## config.mk

```make
export PLATFORM = sky130hd
export DESIGN_NAME = tdm_mux8
export DESIGN_NICKNAME = d
export VERILOG_FILES = /design/src/rtl/tdm_mux8_pkg.sv /design/src/rtl/tdm_mux8_tick_gen.sv /design/src/rtl/tdm_mux8.sv
export SDC_FILE = /design/constraint.sdc
export NUM_CORES = 1
export LEC_CHECK = 0
export ABC_AREA = 1
export ABC_CLOCK_PERIOD_IN_PS = 2960
export CELL_PAD_IN_SITES_DETAIL_PLACEMENT = 2
export CELL_PAD_IN_SITES_GLOBAL_PLACEMENT = 2
export CORE_MARGIN = 10
export CORE_UTILIZATION = 33
export CTS_CLUSTER_SIZE = 16
export DETAILED_ROUTE_END_ITERATION = 7
export GPL_ROUTABILITY_DRIVEN = 0
export PLACE_DENSITY_LB_ADDON = 0.1
export SYNTH_ARGS = -nofsm -noshare
export SYNTH_HDL_FRONTEND = slang
export SYNTH_SLANG_ARGS = --single-unit
```

## constraint.sdc

```tcl
create_clock -name clk -period 2.96 [get_ports clk]
set_clock_uncertainty 0.05 [all_clocks]
set_input_delay 0.592 -clock clk [delete_from_list [all_inputs] [get_ports clk]]
set_output_delay 0.592 -clock clk [all_outputs]
set_load 0.03 [all_outputs]
```

## src/rtl/tdm_mux8_pkg.sv

```systemverilog
// -----------------------------------------------------------------------------
// tdm_mux8_pkg
// Shared definitions for the 8:1 TDM serializer (tdm_mux8) and its prescaler
// (tdm_tick_gen): slot counts, FSM state encoding and slot-counter sizing.
//
// Build option: define TDM_PARITY_EN to append a ninth (even-parity) slot
// after slot 7. The slot counter then widens from 3 to 4 bits.
// -----------------------------------------------------------------------------
package tdm_mux8_pkg;

    localparam int TDM_SLOTS    = 8;   // data slots per frame
    localparam int TDM_SLOT_W   = 3;   // width of the s2..s0 slot-select bus
    localparam int TDM_PAR_SLOT = 8;   // index of the optional parity slot

    typedef enum logic {
        TDM_IDLE = 1'b0,
        TDM_RUN  = 1'b1
    } tdm_state_e;

`ifdef TDM_PARITY_EN
    localparam int TDM_CNT_W     = 4;
    localparam int TDM_LAST_SLOT = TDM_PAR_SLOT;
`else
    localparam int TDM_CNT_W     = TDM_SLOT_W;
    localparam int TDM_LAST_SLOT = TDM_SLOTS - 1;
`endif

endpackage

```

## src/rtl/tdm_mux8_tick_gen.sv

```systemverilog
// -----------------------------------------------------------------------------
// tdm_tick_gen
// Slot prescaler. Counts enabled cycles and pulses tick on the last cycle of
// each slot, so a slot lasts exactly HOLD enabled cycles. With HOLD=1, tick
// simply follows en. The count holds while en is low.
//
// Parameters: HOLD  cycles per slot, 1..255 (8-bit prescaler)
// Ports:
//   clk   in   system clock
//   rst_n in   asynchronous active-low reset
//   en    in   count enable (scanner running and not paused)
//   tick  out  slot-advance strobe, combinational from en and the count
// -----------------------------------------------------------------------------
module tdm_tick_gen #(
    parameter int unsigned HOLD = 1
) (
    input  logic clk,
    input  logic rst_n,
    input  logic en,
    output logic tick
);

    localparam logic [7:0] TERM = 8'(HOLD - 1);

    logic [7:0] r_cnt;

    assign tick = en && (r_cnt == TERM);

    // NOTE: state registers use non-blocking (<=) so every flop samples the
    // pre-edge values of its neighbours regardless of process ordering.
    always_ff @(posedge clk or negedge rst_n) begin
        if (!rst_n) begin
            r_cnt <= '0;
        end else if (tick) begin
            r_cnt <= '0;
        end else if (en) begin
            r_cnt <= r_cnt + 8'd1;
        end
    end

endmodule

```

## src/rtl/tdm_mux8.sv

```systemverilog
// -----------------------------------------------------------------------------
// tdm_mux8
// Transmit end of the TDM link: snapshots d7..d0 at each frame boundary and
// scans the snapshot onto z0 one slot at a time, with the slot number on
// s2..s0 so the far-end 1:8 demultiplexer can route each bit.
//
// Build option: TDM_PARITY_EN adds slot 8 carrying even parity of the
// snapshot (s2..s0 = 000, frame = 0) and the par_slot output.
//
// Parameters: HOLD  clock cycles per slot, 1..255
// Ports:
//   clk, rst_n    clock; asynchronous active-low reset
//   en            run enable; low before the first frame keeps the scanner
//                 idle, low mid-frame pauses it in place
//   d0..d7        parallel data channels (d0 goes out in slot 0)
//   z0            serial data
//   s0, s1, s2    current slot number, s0 = LSB
//   frame         high during slot 0 of each valid frame
//   valid         high while z0 and s2..s0 carry live data
//   par_slot      (TDM_PARITY_EN only) high during the parity slot
// All outputs decode registers only; d*/en never reach them combinationally.
// -----------------------------------------------------------------------------
module tdm_mux8
    import tdm_mux8_pkg::*;
#(
    parameter int unsigned HOLD = 1
) (
    input  logic clk,
    input  logic rst_n,
    input  logic en,
    input  logic d0,
    input  logic d1,
    input  logic d2,
    input  logic d3,
    input  logic d4,
    input  logic d5,
    input  logic d6,
    input  logic d7,
    output logic z0,
    output logic s0,
    output logic s1,
    output logic s2,
    output logic frame,
    output logic valid
`ifdef TDM_PARITY_EN
    ,
    output logic par_slot
`endif
);

    localparam logic [TDM_CNT_W-1:0] LAST_SLOT = TDM_CNT_W'(TDM_LAST_SLOT);

    tdm_state_e              r_state;
    tdm_state_e              w_state_nxt;
    logic [TDM_CNT_W-1:0]    r_slot;
    logic [TDM_SLOTS-1:0]    r_shadow;
    logic                    r_valid;

    logic [TDM_SLOTS-1:0]    w_data;
    logic                    w_start;
    logic                    w_run_en;
    logic                    w_tick;
    logic [TDM_SLOT_W-1:0]   w_sel;
    logic                    w_z;

    assign w_data   = {d7, d6, d5, d4, d3, d2, d1, d0};
    assign w_start  = (r_state == TDM_IDLE) && en;
    // The prescaler only runs once a frame is live, so it is still zero on
    // the IDLE->RUN edge and slot 0 gets its full HOLD cycles.
    assign w_run_en = (r_state == TDM_RUN) && en;

    tdm_tick_gen #(
        .HOLD (HOLD)
    ) u_tick_gen (
        .clk   (clk),
        .rst_n (rst_n),
        .en    (w_run_en),
        .tick  (w_tick)
    );

    // FSM: IDLE until the first enabled edge, then RUN until reset.
    always_ff @(posedge clk or negedge rst_n) begin
        if (!rst_n) begin
            r_state <= TDM_IDLE;
        end else begin
            r_state <= w_state_nxt;
        end
    end

    // NOTE: every signal written in always_comb gets a default first, so no
    // path leaves it unassigned and no latch is inferred.
    always_comb begin
        w_state_nxt = r_state;
        unique case (r_state)
            TDM_IDLE: if (en) w_state_nxt = TDM_RUN;
            TDM_RUN:  w_state_nxt = TDM_RUN;
            default:  w_state_nxt = TDM_IDLE;
        endcase
    end

    // Slot counter and frame snapshot. The shadow reloads only at frame
    // boundaries (start and last-slot wrap), so mid-frame d* changes are
    // invisible until the next frame. The shadow is a plain register bank and
    // is reset so z0 reads 0 before the first frame.
    always_ff @(posedge clk or negedge rst_n) begin
        if (!rst_n) begin
            r_slot   <= '0;
            r_shadow <= '0;
            r_valid  <= 1'b0;
        end else if (w_start) begin
            r_slot   <= '0;
            r_shadow <= w_data;
            r_valid  <= 1'b1;
        end else if (w_tick) begin
            if (r_slot == LAST_SLOT) begin
                r_slot   <= '0;
                r_shadow <= w_data;
            end else begin
                r_slot   <= r_slot + 1'b1;
            end
        end
    end

    // Output mux: data bit for the current slot, or parity in the extra slot.
    always_comb begin
        w_sel = r_slot[TDM_SLOT_W-1:0];
        w_z   = r_shadow[w_sel];
`ifdef TDM_PARITY_EN
        if (r_slot == TDM_CNT_W'(TDM_PAR_SLOT)) begin
            w_sel = '0;
            w_z   = ^r_shadow;
        end
`endif
    end

    assign z0    = w_z;
    assign s0    = w_sel[0];
    assign s1    = w_sel[1];
    assign s2    = w_sel[2];
    assign valid = r_valid;
    assign frame = r_valid && (r_slot == '0);
`ifdef TDM_PARITY_EN
    assign par_slot = r_valid && (r_slot == TDM_CNT_W'(TDM_PAR_SLOT));
`endif

endmodule

```

==> results.txt, run 1 <==
DP Wirelength -> 2440 um
Final Hold Fails -> 0
Worst endpoint data arrival time -> 1.97 ns
TritonCTS clock tree -> built
Xor and xnor area share after synthesis -> 2.42%
Final setup viols -> 0
Asr flop ratio synth -> 100%
TritonRoute pass-1 iters -> 2
Core area -> 3100 um2
Yosys reg bits -> 21
Synth Area in Adders -> 5.77%
Boundary Pins -> 17
Crit share post-route -> 88.1%
Power per cell area -> 590 nW/um2
Setup CP Type -> flip-flop to output pin
Synth Net Count -> 150
Starting DRT DRC Count -> 46
Syn Area/Cell -> 8.09 um2
Post-cts resize count -> 0
Post-synthesis simple-gate area fraction -> 29.6%
First-pass GRT wire length -> 5200 um
IR drop worst, VDD -> 317 uV
Clk root buf -> clkbuf_4
Largest family of logic cells by synthesized area -> simple AND/OR/NAND/NOR gates
HP Class -> flip-flop to flip-flop
Fmax -> 383 MHz
CTS Buffer Depth -> 2
Worst-margin pin slew -> 0.316 ns
Crit start category -> flip-flop
CP endpoint kind -> output pin
Total grt overflow -> 0
Register area share after synthesis -> 48.5%
IO buf count -> 16
Synth Area in Compound Gates -> 7.16%
Mapped cell area -> 1080 um2
Synth top area share -> 48.5%
Antenna Cells -> 0
Tot GR Track Use -> 10.7%
Max transition margin -> 78.8%
Most frequent CP cell -> nand2_1
Post-layout minimum cycle time -> 2.61 ns
Initial antenna violation count -> 0
Worst skew pair latency -> 0.31 ns
Leakage power -> 0.653 nW
Status -> complete, no violations
ANT nets after route -> 0
DRT Wirelength -> 3040 um
Inst Count DP -> 194
Largest net degree at the start of global routing -> 22
Top cells by area, synth -> dfrtp_1 48%, nand2_1 14%, ha_1 5.8%
Vias -> 961
Max-cap violation count -> 0
Crit-path slowest cell -> clkdlybuf4s50_1
Synthesized instance count -> 134
Clk sinks -> 21
Drt via density -> 4.85
Die area -> 5980 um2
Share of cells above drive strength 1 -> 9.09%
Ys Warns -> 0
Die Width -> 77.3 um
Yosys cell types -> 19
Vias in the first global route -> 1065
CTS clk-pin slew, worst paths -> 0.12 ns
Max incr delay on CP -> 0.66 ns
Die height -> 77.3 um
Synth Flop Type -> dfrtp_1
Post-CTS Setup Repair Bufs -> 0
H-tree depth -> 1
Avg WL per Cell -> 15.3 um
FP Rows -> 20
Residual DRC -> 0
Yosys top cell by area -> dfrtp_1
Cell Count, Final, Fillers Out -> 198
Post-synth EDFFs -> 0
Mux contribution to synthesized area -> 0%
Count leader, synth -> nand2_1
Worst EP required -> 2.32 ns
FILL cells -> 390
Layout area overhead -> 22.1%
Crit path cell chain -> inv_1 > o21ai_0 > o22ai_1 > nand2_1 > nand2_1 > clkdlybuf4s50_1
Max FO, Critical Path -> 8
Setup repair after global routing missed its margin -> no
Max-slew violations -> 0
Initial Util -> 34.9%
Hold_buf cts -> 0
Commonest cells in the netlist -> 39 x nand2_1, 21 x dfrtp_1, 14 x inv_1, 14 x nor2_1
Num CTS Buffers -> 3
Final hold slack -> 0.444 ns
Setup_tns -> 0 ns
Nets -> 171
cells in the final DEF, fill, tap and decap left out, types with 2 or more instances in the layout:
master and count:
a21oi_1 2, clkbuf_4 3, clkdlybuf4s50_1 16, dfrtp_1 21, ha_1 5, inv_1 14, nand2_1 39, nand2_2 4
nand3_1 11, nor2_1 14, nor3_2 2, o21ai_0 11, o22ai_1 2, xor2_1 2
worst max-delay path: cells and delay by family, from the launching register on:
family	cells	cell delay (ns)
buffers and inverters	2	0.83
DFF	1	0.47
AOI/OAI and AO/OA	2	0.21
and+or+nand+nor	2	0.13
cell families (layout without fill, tap and decap cells):
kind of cell / count (synthesis) / in the layout
buf+inv: 17 / 37
compound gates: 15 / 15
xor+xnor: 3 / 3
fa+ha+maj: 5 / 5
simple gates: 73 / 73
flops: 21 / 21
area by class of cell:
| cell class | instances | area, um2 | share of cell area [%] |
|---|---|---|---|
| Timing Repair Buffer | 17 | 168 | 12.7 |
| Inverter | 16 | 60.1 | 4.54 |
| Tap cell | 44 | 55.1 | 4.16 |
| Multi-Input combinational cell | 96 | 487 | 36.8 |
| Clock inverter | 1 | 5.00 | 0.378 |
| Clock buffer | 3 | 22.5 | 1.70 |
| Sequential cell | 21 | 526 | 39.7 |
path summary, 6_finish.rpt:
kind	from	endpoint	depth (start not counted)	slack [ns]
hold reg to reg	r_shadow[6]	r_shadow[6]	2	0.44
max in group asynchronous	rst_n	r_shadow[3]	2	2.07
setup / recovery	r_slot[0]	z0	6	0.35
hold / removal	r_shadow[6]	r_shadow[6]	2	0.44
setup reg to reg	u_tick_gen.r_cnt[0]	r_shadow[5]	9	1.19
min in group asynchronous	rst_n	r_shadow[5]	2	0.56
where the power goes:
group | internal, mW | total [mW] | leakage [nW] | switching [mW]
sequential | 0.342 | 0.400 | 0.250 | 0.0580
clock | 0.0506 | 0.144 | 0.0177 | 0.0933
combinational | 0.0949 | 0.237 | 0.385 | 0.142
total | 0.487 | 0.781 | 0.653 | 0.293
metrics by stage:
step / setup slack (ns) / util, % / instance area, um2 / total power, mW
final: 0.351 / 42.6 / 1320 / 0.781
after global routing: 0.181 / 42.6 / 1320 / 0.848
after CTS: 0.311 / 42.6 / 1320 / 0.797
after detailed placement: 0.692 / 41.7 / 1290 / 0.649
after global placement: 0.750 / 41.7 / 1290 / 0.629
after floorplan: 1.01 / - / 1080 / 0.550
sequential cells by signal (all words and copies together) (netlist names):
signal            count
r_shadow              8
u_tick_gen.r_cnt      8
r_slot                3
r_state               1
valid                 1
routing by layer:
layer  vias to the layer above  track usage, %  wire length (um)
li1                        464               -                 -
met1                       482            10.9              1180
met2                        11            20.7              1720
met3                         4            2.45                94
met4                         0            3.83                36
met5                         -               0                 0
(Power assumes the default switching activity.)
==> run 2: changes to the inputs <==
--- a/config.mk
+++ b/config.mk
@@ -9,8 +9,9 @@
 export ABC_CLOCK_PERIOD_IN_PS = 2960
 export CELL_PAD_IN_SITES_DETAIL_PLACEMENT = 2
 export CELL_PAD_IN_SITES_GLOBAL_PLACEMENT = 2
-export CORE_MARGIN = 10
+export CORE_MARGIN = 2
 export CORE_UTILIZATION = 33
+export CTS_CLUSTER_DIAMETER = 100
 export CTS_CLUSTER_SIZE = 16
 export DETAILED_ROUTE_END_ITERATION = 7
 export GPL_ROUTABILITY_DRIVEN = 0
==> run 2 against run 1 <==
  * Fmax fell by 3.0%
  * Highest routed layer unchanged
  * Worst hold slack better by 0.0086 ns
  * Largest power group unchanged
  * Non-clock buffer count unchanged
  * Combinational power barely moved
  * Critical endpoint unchanged
  * Total power fell by 0.24%
  * Sequential share of layout area unchanged
  * Routed wire length shrank 7.4%
  * Global-route usage up 6.9 points
==> results.txt, run 2 (synthesized netlist as in run 1, its figures left out) <==
Most frequent CP cell -> nand2_1 (unchanged)
Delay-heaviest family, CP -> buffers and inverters (unchanged)
Initial antenna violation count -> 0 (unchanged)
Final setup viols -> 0 (unchanged)
Crit path depth -> 6 (unchanged)
Inst Count DP -> 194 (unchanged)
Total grt overflow -> 0 (unchanged)
Max FO, Critical Path -> 8 (unchanged)
Num CTS Buffers -> 3 (unchanged)
Initial Util -> 35.2% (was 34.9%)
Crit Reg-Reg Endpoint -> r_shadow[7] (was r_shadow[5])
IR drop worst, VDD -> 346 uV (was 317 uV)
Power per cell area -> 589 nW/um2 (was 590 nW/um2)
CP endpoint kind -> output pin (unchanged)
Post-CTS Setup Repair Bufs -> 0 (unchanged)
IO buf count -> 16 (unchanged)
Setup CP Type -> flip-flop to output pin (unchanged)
Layout area overhead -> 22.1% (unchanged)
TritonRoute pass-1 iters -> 4 (was 2)
Vias -> 934 (was 961)
Most common cell after layout, fill and taps aside -> nand2_1 (unchanged)
Crit share post-route -> 90.9% (was 88.1%)
Post-layout minimum cycle time -> 2.69 ns (was 2.61 ns)
Max transition margin -> 79.5% (was 78.8%)
Share of cells above drive strength 1 -> 9.09% (unchanged)
Tot GR Track Use -> 17.6% (was 10.7%)
Worst hold stages -> 2 (unchanged)
Crit start category -> flip-flop (unchanged)
ANT nets after route -> 0 (unchanged)
Largest net degree at the start of global routing -> 22 (unchanged)
Cell area after layout -> 1320 um2 (unchanged)
PnR worst setup slack -> 0.270 ns (was 0.351 ns)
HP Class -> flip-flop to flip-flop (unchanged)
Hold endpoint -> r_shadow[1] (was r_shadow[6])
Cell Count, Final, Fillers Out -> 198 (unchanged)
DRT Wirelength -> 2810 um (was 3040 um)
CTS Buffer Depth -> 2 (unchanged)
Setup repair after global routing missed its margin -> no (unchanged)
R2R setup slack -> 1.17 ns (was 1.19 ns)
Hold_buf cts -> 0 (unchanged)
H-tree depth -> 1 (unchanged)
Final Hold Fails -> 0 (unchanged)
Hold_sp -> r_shadow[1] (was r_shadow[6])
CP Buf/Inv Count -> 2 (unchanged)
R2r worst-path depth -> 9 (unchanged)
Crit path cell chain -> inv_1 > o21ai_0 > o22ai_1 > nand2_1 > nand2_1 > clkdlybuf4s50_1 (unchanged)
RR Startpoint -> u_tick_gen.r_cnt[0] (unchanged)
Boundary Pins -> 17 (unchanged)
Worst skew pair latency -> 0.30 ns (was 0.31 ns)
DP Wirelength -> 2190 um (was 2440 um)
Die area -> 3760 um2 (was 5980 um2)
Max-cap violation count -> 0 (unchanged)
CTS clk-pin slew, worst paths -> 0.12 ns (about the same)
Biggest registers after layout -> r_shadow x8, u_tick_gen.r_cnt x8, r_slot x3 (unchanged)
Setup_tns -> 0 ns (unchanged)
Crit-path slowest cell -> clkdlybuf4s50_1 (unchanged)
Core area -> 3080 um2 (was 3100 um2)
TritonCTS clock tree -> built (unchanged)
First-pass GRT wire length -> 4740 um (was 5200 um)
Residual DRC -> 0 (unchanged)
Fmax -> 372 MHz (was 383 MHz)
Post-cts resize count -> 0 (unchanged)
Avg WL per Cell -> 14.2 um (was 15.3 um)
Commonest cells after routing, fill and taps aside -> 39 x nand2_1, 21 x dfrtp_1, 16 x clkdlybuf4s50_1, 14 x inv_1, 14 x nor2_1 (unchanged)
Drt via density -> 4.72 (was 4.85)
Antenna Cells -> 0 (unchanged)
Clk root buf -> clkbuf_4 (unchanged)
Status -> complete, no violations (unchanged)
Leakage power -> 0.653 nW (unchanged)
Starting DRT DRC Count -> 17 (was 46)
Dpl ws -> 0.618 ns (was 0.692 ns)
Die Width -> 61.3 um (was 77.3 um)
FILL cells -> 367 (was 390)
Worst EP required -> 2.32 ns (about the same)
FP Rows -> 20 (unchanged)
Worst endpoint data arrival time -> 2.05 ns (was 1.97 ns)
Placement Cell Area -> 1290 um2 (unchanged)
Clk sinks -> 21 (unchanged)
Max incr delay on CP -> 0.66 ns (about the same)
Vias in the first global route -> 1041 (was 1065)
Layout Utilization -> 43.0% (was 42.6%)
Worst-margin pin slew -> 0.306 ns (was 0.316 ns)
Max-slew violations -> 0 (unchanged)
Die height -> 61.3 um (was 77.3 um)
Nets -> 171 (unchanged)
run 2: area by class of cell:
| class | count | area, um2 | area share, % |
|---|---|---|---|
| well taps | 44 | 55.1 | 4.16 |
| flip-flops and latches | 21 | 526 | 39.7 |
| inverters | 16 | 60.1 | 4.54 |
| repair buffers | 17 | 168 | 12.7 |
| clock inverters | 1 | 5.00 | 0.378 |
| multi-input cells | 96 | 487 | 36.8 |
| clock buffers | 3 | 22.5 | 1.70 |
run 2: power breakdown:
part           leakage, nW  internal (mW)  switching [mW]
clock               0.0177         0.0504          0.0901
sequential           0.250          0.342          0.0571
combinational        0.385         0.0950           0.144
total                0.653          0.487           0.292
run 2: how the worst max path moves through the flow:
stage	startpoint	end
4_1_cts	r_slot[0]	z0
3_5_place_dp	r_slot[0]	z0
3_3_place_gp	r_slot[0]	z0
6_report	r_slot[0]	z0
2_1_floorplan	r_slot[0]	frame
5_1_grt	r_slot[0]	z0
run 2: tightest hold or removal path, cell delays in order, from the launching register on:
cell and delay (ns):
dfrtp_1 0.38, nand2_1 0.06, nand2_1 0.05
run 2: routing by layer:
| layer | vias up | part of all wire (%) | GRT usage [%] |
|---|---|---|---|
| li1 | 462 | - | - |
| met1 | 448 | 46 | 21.4 |
| met2 | 18 | 49 | 30.4 |
| met3 | 6 | 3.5 | 4.20 |
| met4 | 0 | 2.2 | 6.21 |
| met5 | - | 0 | 0 |
run 2: stage by stage:
| stage | hold slack (ns) | total power [mW] |
|---|---|---|
| finish | 0.452 | 0.779 |
| detailed placement | 0.431 | 0.648 |
| CTS | 0.462 | 0.798 |
| global route | 0.490 | 0.850 |
| floorplan | 0.246 | 0.550 |
| global placement | 0.417 | 0.627 |
==> run 3: changes to the inputs <==
--- a/config.mk
+++ b/config.mk
@@ -9,7 +9,6 @@
 export ABC_CLOCK_PERIOD_IN_PS = 2960
 export CELL_PAD_IN_SITES_DETAIL_PLACEMENT = 2
 export CELL_PAD_IN_SITES_GLOBAL_PLACEMENT = 2
-export CORE_MARGIN = 2
 export CORE_UTILIZATION = 33
 export CTS_CLUSTER_DIAMETER = 100
 export CTS_CLUSTER_SIZE = 16
==> run 3 against run 2 <==
  * Final cell count did not move
  * First-iteration DRC count rose by 120%
  * Clock-buffer cell count rose by 1
  * Via count fell by 1.3%
==> results.txt, run 3 (synthesized netlist as in run 1, its figures left out) <==
Status -> complete, no violations (unchanged)
Crit path cell chain -> inv_1 > o21ai_0 > o22ai_1 > nand2_1 > nand2_1 > clkdlybuf4s50_1 (unchanged)
Post-cts resize count -> 0 (unchanged)
Total grt overflow -> 0 (unchanged)
Final setup viols -> 0 (unchanged)
Avg WL per Cell -> 13.9 um (was 14.2 um)
Die height -> 59.3 um (was 61.3 um)
Worst skew pair latency -> 0.31 ns (was 0.30 ns)
Final Hold Fails -> 0 (unchanged)
Multi-input logic area -> 487 um2 (unchanged)
Crit start category -> flip-flop (unchanged)
Post-CTS Setup Repair Bufs -> 0 (unchanged)
Tot GR Track Use -> 18.2% (was 17.6%)
Max incr delay on CP -> 0.66 ns (about the same)
CTS clk-pin slew, worst paths -> 0.12 ns (about the same)
Core area -> 3080 um2 (unchanged)
Final hold slack -> 0.451 ns (was 0.452 ns)
PnR worst setup slack -> 0.284 ns (was 0.270 ns)
CP endpoint kind -> output pin (unchanged)
Hold_buf cts -> 0 (unchanged)
Biggest registers after layout -> r_shadow x8, u_tick_gen.r_cnt x8, r_slot x3 (unchanged)
Num CTS Buffers -> 3 (unchanged)
FP Rows -> 20 (unchanged)
Setup repair after global routing missed its margin -> no (unchanged)
Clk root buf -> clkbuf_4 (unchanged)
DRT Wirelength -> 2750 um (was 2810 um)
Max transition margin -> 79.6% (was 79.5%)
Max FO, Critical Path -> 8 (unchanged)
Share of cells above drive strength 1 -> 8.44% (was 9.09%)
Vias -> 922 (was 934)
Commonest cells after routing, fill and taps aside -> 39 x nand2_1, 21 x dfrtp_1, 16 x clkdlybuf4s50_1, 14 x inv_1, 14 x nor2_1 (unchanged)
Fmax -> 374 MHz (was 372 MHz)
Layout area overhead -> 21.9% (was 22.1%)
DP Wirelength -> 2160 um (was 2190 um)
Setup CP Type -> flip-flop to output pin (unchanged)
Most frequent CP cell -> nand2_1 (unchanged)
First-pass GRT wire length -> 4770 um (was 4740 um)
Nets -> 171 (unchanged)
Setup_tns -> 0 ns (unchanged)
TritonCTS clock tree -> built (unchanged)
Vias in the first global route -> 1025 (was 1041)
Drt via density -> 4.66 (was 4.72)
TritonRoute pass-1 iters -> 4 (unchanged)
Max-slew violations -> 0 (unchanged)
Crit share post-route -> 90.4% (was 90.9%)
Layout Utilization -> 42.9% (was 43.0%)
IR drop worst, VDD -> 275 uV (was 346 uV)
Initial Util -> 35.2% (unchanged)
Dpl ws -> 0.632 ns (was 0.618 ns)
R2R setup slack -> 1.16 ns (was 1.17 ns)
Register area -> 526 um2 (unchanged)
Largest net degree at the start of global routing -> 22 (unchanged)
Clk sinks -> 21 (unchanged)
HP Class -> flip-flop to flip-flop (unchanged)
Worst EP required -> 2.32 ns (about the same)
Overall Power -> 0.781 mW (was 0.779 mW)
IO buf count -> 16 (unchanged)
ANT nets after route -> 0 (unchanged)
Boundary Pins -> 17 (unchanged)
CTS Buffer Depth -> 2 (unchanged)
Post-layout minimum cycle time -> 2.68 ns (was 2.69 ns)
Worst-margin pin slew -> 0.305 ns (was 0.306 ns)
Crit-path slowest cell -> clkdlybuf4s50_1 (unchanged)
FILL cells -> 367 (unchanged)
Leakage power -> 0.650 nW (was 0.653 nW)
Power per cell area -> 591 nW/um2 (was 589 nW/um2)
Most common cell after layout, fill and taps aside -> nand2_1 (unchanged)
Antenna Cells -> 0 (unchanged)
Die Width -> 59.3 um (was 61.3 um)
Max-cap violation count -> 0 (unchanged)
H-tree depth -> 1 (unchanged)
Starting DRT DRC Count -> 38 (was 17)
Initial antenna violation count -> 0 (unchanged)
Die area -> 3520 um2 (was 3760 um2)
Worst endpoint data arrival time -> 2.03 ns (was 2.05 ns)
Residual DRC -> 0 (unchanged)
## run 3: changes by cell type in the layout (fill, tap and decap cells not counted)
cell,before,now
clkinv_2,1,0
clkbuf_1,0,1
## run 3: worst max-delay path: cells and delay by family, from the launching register on
family | cells | cell delay, ns
AO/OA/AOI/OAI | 2 | 0.25
buffers and inverters | 2 | 0.84
flip-flops | 1 | 0.47
AND/OR/NAND/NOR | 2 | 0.16
## run 3: power by group
part / internal [mW] / leakage, nW / switching (mW)
clock network: 0.0526 / 0.0150 / 0.0933
logic: 0.0947 / 0.385 / 0.144
registers: 0.342 / 0.250 / 0.0547
## run 3: through the flow
| stage | instance area, um2 | cells |
|---|---|---|
| 3_3_place_gp | 1290 | 194 |
| 2_1_floorplan | 1080 | 134 |
| 5_1_grt | 1320 | 198 |
| 4_1_cts | 1320 | 198 |
| 3_5_place_dp | 1290 | 194 |
| 6_report | 1320 | 198 |
## run 3: cell type report
| type | count | area share (%) |
|---|---|---|
| multi-input cells | 96 | 36.8 |
| flip-flops and latches | 21 | 39.8 |
| repair buffers | 17 | 12.7 |
| inverters | 16 | 4.55 |
| clock buffers | 4 | 1.99 |
| well taps | 44 | 4.17 |
## run 3: per-layer routing
metal | vias up | global-route usage (%) | part of all wire [%]
met3 | 0 | 3.28 | 2.9
met2 | 14 | 30.0 | 47
met5 | - | 0 | 0
met1 | 447 | 24.8 | 50
li1 | 461 | - | -
met4 | 0 | 4.08 | 0
## run 3: final timing paths
path,cells after the start,startpoint,endpoint
max,6,r_slot[0],z0
min,2,r_shadow[2],r_shadow[2]
max reg2reg,9,u_tick_gen.r_cnt[0],r_shadow[2]
min reg2reg,2,r_shadow[2],r_shadow[2]
max in group asynchronous,2,rst_n,r_shadow[5]
min in group asynchronous,2,rst_n,r_state
